$ cat config.mk
export PLATFORM = sky130hd
export DESIGN_NAME = uart_rx_ctrl
export DESIGN_NICKNAME = d
export VERILOG_FILES = /design/src/rtl/uart_rx_ctrl.sv
export SDC_FILE = /design/constraint.sdc
export NUM_CORES = 1
export LEC_CHECK = 0
export CAP_MARGIN = 20
export CORE_MARGIN = 3
export CORE_UTILIZATION = 50
export CTS_CLUSTER_SIZE = 10
export DETAILED_ROUTE_END_ITERATION = 6
export GPL_TIMING_DRIVEN = 0
export PLACE_DENSITY = 0.82
export REMOVE_ABC_BUFFERS = 1
export SYNTH_ARGS = -nofsm -noshare
export SYNTH_HDL_FRONTEND = slang
export SYNTH_SLANG_ARGS = --single-unit
$ cat constraint.sdc
create_clock -name clk -period 2.72 [get_ports clk]
set_input_delay 0.544 -clock clk [delete_from_list [all_inputs] [get_ports clk]]
set_output_delay 0.544 -clock clk [all_outputs]
set_load 0.02 [all_outputs]
$ cat src/rtl/uart_rx_ctrl.sv
// UART receive controller: oversample tick generator, OFF/RUN/FINISH arming FSM,
// and a small receive FIFO presented as an AXI-Stream master.
module uart_rx_ctrl #(
    parameter int NBITS      = 8,
    parameter int DIV_W      = 16,
    parameter int FIFO_DEPTH = 4
) (
    input  logic                          clk,
    input  logic                          rstn,
    input  logic                          enable,
    input  logic [DIV_W-1:0]              baud_div,
    input  logic                          clr_overrun,
    output logic                          rx_clk,
    output logic                          start_rx,
    input  logic [NBITS-1:0]              rx_data,
    input  logic                          rx_done,
    output logic [NBITS-1:0]              m_axis_tdata,
    output logic                          m_axis_tvalid,
    input  logic                          m_axis_tready,
    output logic [$clog2(FIFO_DEPTH):0]   fifo_level,
    output logic                          overrun,
    output logic [1:0]                    fsm_state
);

    localparam int AW        = $clog2(FIFO_DEPTH);
    localparam int FIN_TICKS = (NBITS + 2) * 16;
    localparam int FW        = $clog2(FIN_TICKS + 1);

    typedef enum logic [1:0] {
        S_OFF    = 2'd0,
        S_RUN    = 2'd1,
        S_FINISH = 2'd2
    } state_t;

    state_t            state;
    state_t            state_nxt;
    logic [DIV_W-1:0]  tick_cnt;
    logic [FW-1:0]     fin_cnt;
    logic              fin_expire;

    // FINISH gives up once a whole character's worth of ticks has been seen.
    assign fin_expire = rx_clk && (fin_cnt == FW'(FIN_TICKS - 1));
    assign fsm_state  = state;

    always_comb begin
        state_nxt = state;
        case (state)
            S_OFF:    if (enable) state_nxt = S_RUN;
            S_RUN:    if (!enable) state_nxt = S_FINISH;
            S_FINISH: begin
                if (rx_done || fin_expire) state_nxt = S_OFF;
                else if (enable)           state_nxt = S_RUN;
            end
            default:  state_nxt = S_OFF;
        endcase
    end

    // Outputs are decoded from the next state so they line up with the registered state.
    always_ff @(posedge clk or negedge rstn) begin
        if (!rstn) begin
            state    <= S_OFF;
            start_rx <= 1'b0;
            rx_clk   <= 1'b0;
            tick_cnt <= '0;
            fin_cnt  <= '0;
        end else begin
            state    <= state_nxt;
            start_rx <= (state_nxt == S_RUN);
            if (state_nxt == S_OFF) begin
                tick_cnt <= '0;
                rx_clk   <= 1'b0;
            end else begin
                rx_clk   <= (tick_cnt == baud_div);
                // A shrunken divisor below the current count wraps silently.
                tick_cnt <= (tick_cnt >= baud_div) ? '0 : tick_cnt + DIV_W'(1);
            end
            fin_cnt <= (state == S_FINISH) ? fin_cnt + FW'(rx_clk) : '0;
        end
    end

    // Stream handshake: a character transfers on every clk edge where m_axis_tvalid
    // and m_axis_tready are both 1; tvalid is driven from the pointers only, never
    // from tready, and tdata holds still until the transfer happens.
    logic [NBITS-1:0] mem [FIFO_DEPTH];
    logic [AW:0]      wr_ptr;
    logic [AW:0]      rd_ptr;
    logic             full;
    logic             pop;
    logic             wr_en;
    logic             drop;

    assign fifo_level    = wr_ptr - rd_ptr;
    assign m_axis_tvalid = (wr_ptr != rd_ptr);
    assign full          = (fifo_level == (AW + 1)'(FIFO_DEPTH));
    assign pop           = m_axis_tvalid && m_axis_tready;
    assign wr_en         = rx_done && (!full || pop);
    assign drop          = rx_done && full && !pop;
    assign m_axis_tdata  = mem[rd_ptr[AW-1:0]];

    // When full, a simultaneous pop frees the head slot, which is exactly where wr_ptr points.
    always_ff @(posedge clk or negedge rstn) begin
        if (!rstn) begin
            for (int i = 0; i < FIFO_DEPTH; i++) mem[i] <= '0;
            wr_ptr  <= '0;
            rd_ptr  <= '0;
            overrun <= 1'b0;
        end else begin
            if (wr_en) begin
                mem[wr_ptr[AW-1:0]] <= rx_data;
                wr_ptr              <= wr_ptr + (AW + 1)'(1);
            end
            if (pop) rd_ptr <= rd_ptr + (AW + 1)'(1);
            if (drop)             overrun <= 1'b1;
            else if (clr_overrun) overrun <= 1'b0;
        end
    end

endmodule

# After elaboration in Yosys (flattened, before gate mapping)
# Index checks and enable logic that the tools add are counted.
dict set report op_classes {
  n_addsub 5
  magnitude_cmp 4
  n_eq_ne 7
  mux 16
  n_bitwise 2
  reduce_logical 13
}
# cell n
set op_table {}
lappend op_table {{$bwmux W32} 1}
lappend op_table {{$mux W16} 2}
lappend op_table {{$mux W8} 4}
lappend op_table {{$add A16 B1 Y16 const B} 1}
lappend op_table {{$bmux W8 S2} 1}
lappend op_table {{$demux W8 S2} 1}
lappend op_table {{$eq A16 B16 Y1} 1}
lappend op_table {{$ge A16 B16 Y1} 1}
lappend op_table {{$add A8 B1 Y8} 1}
lappend op_table {{$eq A8 B8 Y1 const B} 1}
lappend op_table {{$add A3 B1 Y3 const B} 2}
lappend op_table {{$ge A3 B3 Y1 const B} 2}
lappend op_table {{$logic_and A1 B1 Y1} 6}
lappend op_table {{$mux W2} 3}
lappend op_table {{$not A2 Y3} 2}
lappend op_table {{$pmux W2 S3} 1}
lappend op_table {{$eq A2 B1 Y1 const B} 2}
lappend op_table {{$logic_not A2 Y1} 2}
lappend op_table {{$eq A3 B3 Y1 const B} 1}
lappend op_table {{$lt A3 B1 Y1 const B} 1}
lappend op_table {{$mux W1} 3}
lappend op_table {{$ne A3 B3 Y1} 1}
lappend op_table {{$sub A3 B3 Y3} 1}
lappend op_table {{$eq A2 B2 Y1 const B} 1}
lappend op_table {{other kinds (3)} 5}
dict set report totals {
  regBits 67
  in_bits 30
  output_inout_bits 17
  word_cells 59
}

# Depth between registers and ports, before layout
dict set report logic_depth {
  word_depth 7
  mapped_depth 9
  depth_no_buf 8
}

# Worst setup path after synthesis
# Ideal clock, no wire load.
dict set report synth_path {
  path_type {register to register}
  from {register wr_ptr[0]}
  to {register mem[0] in the netlist's numbering}
  setup_ns 0.125
  t_arrival_ns 2.174
  t_required_ns 2.595
  setup_slack_ns 0.421
  path_stages_with_launch 10
  n_path_buf 1
  synth_period_minus_slack_ns 2.299
  cell_sequence {dfrtp_1 inv_1 ha_1 fa_1 xor3_2 nand4b_1 and3_4 buf_12 nand2_8 mux2_4}
}
dict set report synth_via {
  word_cells_on_any_way 14
  classes_between {1 x add/sub; 2 x order compare; 2 x eq/ne; 3 x mux; 1 x bitwise; 5 x reduce/logical}
}
# item line_no
set synth_rtl {}
lappend synth_rtl {{from (decl)} 85} ;# logic [AW:0] wr_ptr;
lappend synth_rtl {{from (signal assigned)} 110} ;# wr_ptr <= wr_ptr + (AW + 1)'(1);
lappend synth_rtl {{$sub A3 B3 Y3} 92} ;# assign fifo_level = wr_ptr - rd_ptr;
lappend synth_rtl {{via fifo_level[2]} 20} ;# output logic [$clog2(FIFO_DEPTH):0] fifo_level,
lappend synth_rtl {{$eq A3 B3 Y1} 94} ;# assign full = (fifo_level == (AW + 1)'(FIFO_DEPTH));
lappend synth_rtl {{$logic_not A1 Y1} 96} ;# assign wr_en = rx_done && (!full || pop);
lappend synth_rtl {{$logic_or A1 B1 Y1} 96}
lappend synth_rtl {{$logic_and A1 B1 Y1} 96}
lappend synth_rtl {{to (signal, indexed assignment)} 109} ;# mem[wr_ptr[AW-1:0]] <= rx_data;
lappend synth_rtl {{to (decl)} 84} ;# logic [NBITS-1:0] mem [FIFO_DEPTH];
# The timed path passes the listed nets, and every way through them passes these cells.
# A chain may end at the register's enable or synchronous reset.

# Final worst setup path
dict set report layout_path {
  from {register wr_ptr[0]}
  to {output fifo_level[2]}
}
dict set report layout_via {
  elab_chain_len 1
}
# item line_no
set layout_rtl {}
lappend layout_rtl {{$sub A3 B3 Y3} 92}
lappend layout_rtl {{to (decl)} 20}
# No other way between the ends.

==> qor.yml <==
grt:
  grt_pass1_vias: 2509
  grt_max_degree: 68
  grtUsageTotal_pct: 17.8
  grt_pass1_wl_mm: 12.0
  overflow: 0
  antenna_found_initial: 0
sta:
  slew_violations: 0
  hold-worst-slack_ps: 302
  finClkSkew_ps: 7.17
  min_period_over_period_pct: 95.0
  setup_violations: 0
  hold_viol_final: 0
  fin_ws_ps: 137
  rsz0062_at_grt: "false"
  fmax_mhz: 387
  fin_crit_ps: 2580
  worst_pin_slew_ps: 830
  slew-limit-headroom_pct: 44.7
worst_setup_path:
  cp.buffers_inverters: 2
  max_stage_delay_ps: 390
  critPathArrivalTime_ps: 2040
  reg2reg_from: "wr_ptr[0]"
  reg2regPathDepth: 8
  critPathCapture: "fifo_level[2]"
  start_kind: "flop"
  path_max_fanout: 4
  worstPathRequired_ps: 2180
  reg2reg_slack_ps: 260
  critPathLaunch: "wr_ptr[0]"
  reg2reg_to: "mem[1]"
  path_class: "flop to primary output"
  cp-end-kind: "primary output"
  critPathTopFamily: "adder cells"
  path_cells: "inv_1 -> ha_1 -> fa_1 -> xor3_2 -> dlygate4sd2_1"
  path_depth: 5
  cp_slowest_cell: "fa_1"
power:
  p_int_uw: 3110
  peakVddDrop_mv: 0.917
  seqPwrFrac_pct: 33.4
  p_switching_uw: 1580
  cellPowerDensity_nw_per_um2: 1040
  switching_share_pct: 33.7
  p_leak_uw: 0.00210
  power.share.combinational_pct: 47.5
  p_clk_share_pct: 19.0
job:
  drv_cap: 0
synthesis:
  synth_top_cells_by_area: "dfrtp_1 45%, mux2_4 13%, ha_1 8.8%, mux4_2 4.9%, nor2_1 2.8%"
  yosys-top-cells-count: "67 x dfrtp_1, 32 x mux2_4, 28 x nor2_1, 26 x ha_1, 26 x inv_1"
  synthArstFlopShare_pct: 100
  synth_seq_area_share_pct: 45.4
  yosysWarnings: 0
  postSynthRegisterBits: 67
  synth-edff-count: 0
  syn_inst: 304
  synth_ff_type: "dfrtp_1"
  syn_area_per_cell_um2: 12.2
  synth_top_area_share_pct: 45.4
  ys_types: 41
  yosysMostFrequentCell: "dfrtp_1"
  yosysTopAreaCell: "dfrtp_1"
  syn_area_um2: 3690
cells_and_area:
  diodes: 0
  design_area_um2: 4490
  drive_gt1_share_pct: 19.5
  syn2layout_area_growth_pct: 21.6
  nNetsFinal: 417
  fillers: 557
cts:
  cts_buffers: 9
  htreeDepth: 3
  cts_buffer_depth: 2
  clock-root-buffer: "clkbuf_8"
  clock_sinks: 67
  cts_tree: "yes"
  clk_latency_ps: 340
  path_clk_slew_ps: 70
floorplanning:
  placementRows: 30
  initial_core_util_pct: 52.9
  die_y_um: 92.0
  die_w_um: 92.0
  core_area_um2: 6980
  io_pins: 47
  dieArea_um2: 8460
place:
  dpl_cell_area_um2: 4230
  place_ws_ps: -612
  port-buffer-count: 46
  hpwlAfterDp_mm: 4.92
  gp_congestion: 0.824
drt:
  drcViolationCount: 0
  antenna_left: 0
  dr.pass1.iters: 4
  drt_wl_total_mm: 7.01
  dr_total_vias: 2416
  routedWlPerCell_um: 15.2
  drt_iter0_drc: 79
  via_per_inst: 5.24
status:
  status: "finished clean"
min_path:
  hold_class: "input pin to asynchronous set/reset pin"
## per-stage QoR
step / util, % / instances / power [uW] / TNS (ps)
floorplan: - / 299 / 3090 / 0
global placement: 60.7 / 441 / 3740 / -75370
detailed placement: 60.6 / 441 / 3800 / -10610
CTS: 64.0 / 459 / 4690 / 0
global route: 64.4 / 461 / 4990 / 0
finish: 64.4 / 461 / 4690 / 0
## sequential cells by signal, indices dropped and copies added, names as in the netlist
signal and count:
rd_ptr 3, fsm_state 2, rx_clk 1, tick_cnt 16, start_rx 1, wr_ptr 3
fin_cnt 8, overrun 1, mem 32
## timing repair
item / CTS / global route
setup buffers: 2 / 2
hold buffers: 0 / 0
gates resized for setup: 5 / 0
endpoints found under the setup margin: 60 / 1
pin swaps: 1 / 0
## area by class of cell
| type | count | area (um^2) | share of cell area (%) |
|---|---|---|---|
| clock buffers | 9 | 124 | 2.76 |
| clock inverters | 7 | 92.6 | 2.06 |
| inverters | 26 | 97.6 | 2.17 |
| multi-input cells | 206 | 1880 | 41.8 |
| flip-flops and latches | 67 | 1680 | 37.4 |
| well taps | 96 | 120 | 2.67 |
| repair buffers | 50 | 498 | 11.1 |
## routing by layer
layer	track usage, %	wire, um	vias to the layer above
met1	23.6	3120	1203
met5	0	0	-
met3	4.02	299	8
met4	6.19	102	0
li1	-	-	1161
met2	28.8	3490	44
## kinds of logic after synthesis
kind of cell / Yosys count / share of synthesized area [%]
DFF: 67 / 45.4
muxes: 40 / 17.9
buffers and inverters: 31 / 3.72
xor gates and xnor gates: 24 / 6.13
adders and majority gates: 27 / 9.35
AOI/OAI and AO/OA: 26 / 4.20
and+or+nand+nor: 89 / 13.3
## worst register-to-register path: stages, from the launching register on
cell	delay, ps
dfrtp_1	380
inv_1	110
ha_1	220
fa_1	500
and3_2	220
nand3_1	80
and3_4	360
nand2_8	140
mux2_4	330
## worst min-delay path by stage
stage	slack, ps	start	to	cells past startpoint
after floorplan	250	rstn	fin_cnt[0]	0
after global placement	480	mem[15]	mem[15]	1
after detailed placement	490	mem[9]	mem[9]	1
after CTS	320	rstn	mem[3]	1
after global routing	360	rstn	mem[22]	1
final	300	rstn	mem[22]	1
## cell usage in the layout (no fill, tap or decap), types with 11 or more instances in the layout
cell             instances
dfrtp_1                 65
xor2_1                  12
inv_1                   26
mux2_4                  32
nand2_1                 19
nand3_1                 11
a21oi_1                 11
ha_1                    26
xnor2_1                 11
nor2_1                  28
clkdlybuf4s50_1         43
## power groups by stage
stage | logic, uW | registers [uW] | clock network, uW
after detailed placement | 2190 | 1600 | 0
after CTS | 2170 | 1600 | 917
after global placement | 2150 | 1590 | 0
after global routing | 2410 | 1620 | 958
final | 2230 | 1570 | 894
after floorplan | 1550 | 1530 | 0
Note: power is estimated with default switching activity, not from simulation.
